--- src/rtl/seven_seg_capture.sv ---
// Samples a multiplexed active-low 7-segment display bus and rebuilds full 4-digit frames.
// A digit is captured once its {an,seg,dp} pattern has held for SETTLE cycles.
module seven_seg_capture #(
    parameter int unsigned SETTLE = 4
) (
    input  logic        clk,
    input  logic        reset,
    input  logic [3:0]  an,
    input  logic [6:0]  seg,
    input  logic        dp,
    output logic [15:0] digits,
    output logic [3:0]  dps,
    output logic        valid,
    output logic        err
);
    localparam logic [7:0]  SETTLE_LAST = 8'(SETTLE - 1);
    localparam logic [11:0] IDLE_PAT    = {4'hF, 7'h7F, 1'b1};

    logic [11:0] prev_q, prev_d;
    logic [7:0]  cnt_q, cnt_d;
    logic        armed_q, armed_d;
    logic [15:0] shadow_q, shadow_d;
    logic [3:0]  sdp_q, sdp_d;
    logic [3:0]  seen_q, seen_d;
    logic        ferr_q, ferr_d;
    logic [15:0] digits_q, digits_d;
    logic [3:0]  dps_q, dps_d;
    logic        valid_q, valid_d;
    logic        err_q, err_d;

    logic [3:0]  code;
    logic        code_bad;
    logic [2:0]  lows;
    logic        change;
    logic        at_point;

    always_comb begin
        code     = 4'hE;
        code_bad = 1'b0;
        case (seg)
            7'b0000001: code = 4'h0;
            7'b1001111: code = 4'h1;
            7'b0010010: code = 4'h2;
            7'b0000110: code = 4'h3;
            7'b1001100: code = 4'h4;
            7'b0100100: code = 4'h5;
            7'b0100000: code = 4'h6;
            7'b0001111: code = 4'h7;
            7'b0000000: code = 4'h8;
            7'b0000100: code = 4'h9;
            7'b1111111: code = 4'hF;
            default:    code_bad = 1'b1;
        endcase
    end

    always_comb begin
        lows = '0;
        for (int unsigned i = 0; i < 4; i++) begin
            lows = lows + {2'b00, ~an[i]};
        end
    end

    always_comb begin
        prev_d   = {an, seg, dp};
        change   = prev_d != prev_q;
        cnt_d    = change ? '0 : ((cnt_q == 8'hFF) ? cnt_q : cnt_q + 8'd1);
        armed_d  = armed_q | change;
        // cnt_d is this cycle's count, so SETTLE=1 fires in the change cycle itself
        at_point = armed_d && (cnt_d == SETTLE_LAST);
        shadow_d = shadow_q;
        sdp_d    = sdp_q;
        seen_d   = seen_q;
        ferr_d   = ferr_q;
        digits_d = digits_q;
        dps_d    = dps_q;
        err_d    = err_q;
        valid_d  = 1'b0;

        if (at_point && lows != 3'd0) begin
            armed_d = 1'b0;
            if (lows == 3'd1) begin
                for (int unsigned i = 0; i < 4; i++) begin
                    if (!an[i]) begin
                        shadow_d[4*i +: 4] = code;
                        sdp_d[i]           = ~dp;
                        seen_d[i]          = 1'b1;
                    end
                end
                if (code_bad) begin
                    ferr_d = 1'b1;
                end
            end else begin
                ferr_d = 1'b1;
            end
        end

        if (seen_d == 4'hF) begin
            digits_d = shadow_d;
            dps_d    = sdp_d;
            err_d    = ferr_d;
            valid_d  = 1'b1;
            seen_d   = '0;
            ferr_d   = 1'b0;
        end
    end

    always_ff @(posedge clk or posedge reset) begin
        if (reset) begin
            prev_q   <= IDLE_PAT;
            cnt_q    <= '0;
            armed_q  <= 1'b1;
            shadow_q <= '1;
            sdp_q    <= '0;
            seen_q   <= '0;
            ferr_q   <= 1'b0;
            digits_q <= '1;
            dps_q    <= '0;
            valid_q  <= 1'b0;
            err_q    <= 1'b0;
        end else begin
            prev_q   <= prev_d;
            cnt_q    <= cnt_d;
            armed_q  <= armed_d;
            shadow_q <= shadow_d;
            sdp_q    <= sdp_d;
            seen_q   <= seen_d;
            ferr_q   <= ferr_d;
            digits_q <= digits_d;
            dps_q    <= dps_d;
            valid_q  <= valid_d;
            err_q    <= err_d;
        end
    end

    assign digits = digits_q;
    assign dps    = dps_q;
    assign valid  = valid_q;
    assign err    = err_q;
endmodule

--- config.mk ---
export PLATFORM = sky130hd
export DESIGN_NAME = seven_seg_capture
export DESIGN_NICKNAME = d
export VERILOG_FILES = /design/src/rtl/seven_seg_capture.sv
export SDC_FILE = /design/constraint.sdc
export NUM_CORES = 1
export LEC_CHECK = 0
export CAP_MARGIN = 20
export CORE_ASPECT_RATIO = 1.4
export CORE_UTILIZATION = 35
export DETAILED_ROUTE_END_ITERATION = 10
export GPL_TIMING_DRIVEN = 0
export HOLD_SLACK_MARGIN = 0.06
export SLEW_MARGIN = 0
export SYNTH_ARGS = -nofsm -noshare
export SYNTH_HDL_FRONTEND = slang
export SYNTH_SLANG_ARGS = --single-unit
--- constraint.sdc ---
create_clock -name clk -period 8.1 [get_ports clk]
set_input_delay 2.025 -clock clk [delete_from_list [all_inputs] [get_ports clk]]
set_output_delay 2.025 -clock clk [all_outputs]
set_load 0.01 [all_outputs]
==> metrics.md <==
| Metric | Value |
|---|---|
| Pin count of the biggest net entering global routing | 46 |
| Actual transition at the worst max-transition pin | 0.649 ns |
| Clock buffer depth | 2 |
| Crit Reg-Reg Endpoint | dps[0] |
| Clock transition at path regs | 0.05 ns |
| WHS Path Cells | 2 |
| DRT Pass-1 Iters | 4 |
| Element type at the critical path end | flop |
| Cell taking the most area after synthesis | dfstp_2 |
| Post-Syn Nets | 273 |
| Synth Flop Type | dfstp_2 |
| Core area | 9130 um^2 |
| Hold path endpoint | ferr_q |
| Setup TNS | 0 ns |
| Number of CTS-inserted buffers | 9 |
| Slowest stage delay, CP | 0.59 ns |
| Max-slew headroom | 0.563 |
| Leak pwr | 1.66 nW |
| Yosys cell types | 50 |
| DR DRC count | 0 |
| Die X | 84.7 um |
| Top cell family by delay on the critical path | adder cells |
| Share of the synthesized area in the top cell type | 0.353 |
| Fin crit period | 5.46 ns |
| CTS Sinks | 68 |
| Root buffer cell | clkbuf_16 |
| Yosys reg bits | 68 |
| DR vias | 2,087 |
| Grt total ovfl | 0 |
| DR WL/cell | 15.1 um |
| Nets | 320 |
| Worst skew pair latency | 0.33 ns |
| Hold-fix buffers, CTS | 0 |
| Vias in the first global route | 2,135 |
| Post-CTS setup buffers | 0 |
| Crit-path cells | clkdlybuf4s50_1 -> fa_1 -> inv_1 -> ha_1 -> ha_1 -> nor3_1 -> a2111oi_4 -> o221ai_4 -> o41ai_1 -> and4_1 -> buf_6 -> buf_8 -> mux2_1 |
| Mapped cell area | 3350 um^2 |
| Final slew viol count | 0 |
| Syn-to-layout area delta | 23.8% |
| Critical Path Start | an[0] |
| Routed WL | 6.23 mm |
| Initial core utilization | 0.367 |
| CP arrival | 5.66 ns |
| Critical path type | in -> reg |
| GP Congestion | 0.836 |
| FP Rows | 41 |
| Worst hold slack | 0.488 ns |
| Global-route wire length before repair | 10.5 mm |
| Outcome | completed |
| Initial DRC count | 67 |
| Filler cells | 847 |
| Hold path startpoint | ferr_q |
| Worst hold-check path type | reg -> reg |
| Top cells by area, synth | dfstp_2, dfrtp_1, mux2_2 |
| Final hold viol count | 0 |
| Register area share after synthesis | 0.525 |
| Crit-path max FO | 10 |
| Worst reg2reg startpoint | cnt_q[0] |
| R2r worst-path depth | 10 |
| Required @ worst endpoint | 8.31 ns |
| Pre-CTS setup slack | 2.26 ns |
| Reg2reg setup slack | 5.10 ns |
| H-tree levels | 3 |
| Dpl cells | 398 |
| Most frequent cell after synthesis | dfstp_2 |
| HPWL after detailed placement | 4.37 mm |
| Cells after Synth | 255 |
| Detail Route Antenna Nets | 0 |
| RSZ-0062 raised after global routing | no |
| Async S/R FF share, synth | 1.00 |
| Die footprint | 9970 um^2 |
| CP max stage cell | fa_1 |
| EDFF count, synth | 0 |
| Yosys warns | 0 |
| CP Launch Type | input port |
| Final setup margin | 2.64 ns |
| Pwr per Cell Area | 186 nW/um^2 |
| Fmax | 0.183 GHz |
| Syn avg cell area | 13.1 um^2 |
| Num ports | 36 |
| Post_cts resized | 0 |
| Vias per cell | 5.05 |
| CP Buf/Inv Count | 4 |
| CTS tree | done |
| ANT cells | 0 |
| Die H | 118 um |
| Max-cap viol count | 0 |
| Buffers on Ports | 35 |
| Layout cells sized above 1 | 0.392 |
| GRT Util Overall | 0.137 |
| Final setup fails | 0 |
| Period utilization | 0.674 |
| Worst IR Drop VDD | 0.139 mV |
| Finished Layout Cells | 413 |
| FF+latch area | 1760 um^2 |
| Initial antenna violation count | 0 |
| Crit path top cell by count | ha_1 |
| Worst Skew | 0.00341 ns |
| Post-synth top cells | dfstp_2, dfrtp_1, mux2_2, nor2_1, xor2_1 |
| Area occupied by multi-input gates | 1440 um^2 |
-- routing by layer --
layer | vias to the layer above | part of all wire | global-route usage
met2 | 46 | 0.51 | 0.229
met4 | 0 | 0.019 | 0.0699
met3 | 10 | 0.039 | 0.0365
met1 | 1034 | 0.43 | 0.161
li1 | 997 | - | -
met5 | - | 0 | 0
-- placed cells by master, fill, tap and decap left out, types with 2 or more instances in the layout --
| cell type | synthesis | final |
|---|---|---|
| clkinvlp_4 | 0 | 2 |
| clkbuf_16 | 0 | 9 |
| a211oi_2 | 2 | 2 |
| xnor2_1 | 4 | 4 |
| buf_2 | 6 | 6 |
| nor4_4 | 4 | 4 |
| nor2b_1 | 2 | 2 |
| dfrtp_1 | 23 | 23 |
| nor4_2 | 4 | 4 |
| mux2i_1 | 7 | 7 |
| and3_1 | 3 | 3 |
| buf_12 | 1 | 2 |
| o41ai_1 | 4 | 4 |
| nand3b_1 | 3 | 3 |
| o21ai_0 | 4 | 4 |
| o21a_1 | 2 | 2 |
| buf_6 | 2 | 2 |
| a21oi_1 | 5 | 5 |
| mux2_1 | 3 | 3 |
| nand2_1 | 3 | 3 |
| and2_1 | 2 | 2 |
| clkdlybuf4s50_1 | 0 | 35 |
| clkbuf_1 | 2 | 3 |
| nand3_1 | 6 | 6 |
| nor3_1 | 5 | 5 |
| dfstp_2 | 45 | 45 |
| or2_2 | 2 | 2 |
| nor2_1 | 23 | 23 |
| nand4_1 | 3 | 3 |
| mux2_4 | 10 | 10 |
| ha_1 | 3 | 3 |
| inv_1 | 14 | 13 |
| mux2_2 | 23 | 23 |
| xor2_1 | 15 | 15 |
| a21o_1 | 2 | 2 |
-- worst min-delay path, delay by kind of cell, from the launching register on --
| kind | cells | cell delay [ns] |
|---|---|---|
| flip-flops | 1 | 0.32 |
| AND/OR/NAND/NOR | 1 | 0.08 |
| AO/OA/AOI/OAI | 1 | 0.05 |
-- cell families after synthesis --
group           after synthesis  share of synthesized area
fa+ha+maj                     4                     0.0172
xor+xnor                     19                     0.0497
buf+inv                      26                     0.0441
mux                          43                      0.153
simple gates                 66                      0.130
flops                        68                      0.525
compound gates               29                     0.0811
-- worst max path at each step --
| stage | end | slack (ns) | cells after the start |
|---|---|---|---|
| 3_3_place_gp | dps[0] | 2.30 | 13 |
| 5_1_grt | dps[0] | 2.45 | 13 |
| 6_report | dps[0] | 2.64 | 13 |
| 4_1_cts | dps[0] | 2.59 | 13 |
| 3_5_place_dp | dps[0] | 2.26 | 13 |
| 2_1_floorplan | dps[0] | 3.17 | 12 |
-- flip-flops by register name, indices dropped and copies added, names as in the netlist --
register	count
valid	1
armed_q	1
dps	4
seen_q	4
cnt_q	8
prev_q	12
shadow_q	16
ferr_q	1
err	1
sdp_q	4
digits	16
-- final cells by class --
class | instances | area share
sequential | 68 | 0.424
multi-input combinational | 161 | 0.348
timing repair buffer | 36 | 0.0893
clock buffer | 11 | 0.0585
tap | 107 | 0.0323
buffer | 12 | 0.0229
inverter | 14 | 0.0127
clock inverter | 4 | 0.0121
-- metrics by stage --
step | util | power, mW | cell area, um^2
2_1_floorplan | - | 0.380 | 3350
3_3_place_gp | 0.420 | 0.397 | 3830
3_5_place_dp | 0.422 | 0.398 | 3850
4_1_cts | 0.454 | 0.784 | 4150
5_1_grt | 0.454 | 0.804 | 4150
6_report | 0.454 | 0.771 | 4150
-- report_power, final --
group	internal [mW]	total (mW)	switching [mW]
logic	0.0161	0.0450	0.0289
registers	0.346	0.348	0.00130
clock network	0.244	0.379	0.135
total	0.607	0.771	0.165
Power figures use the tool's default switching activity.
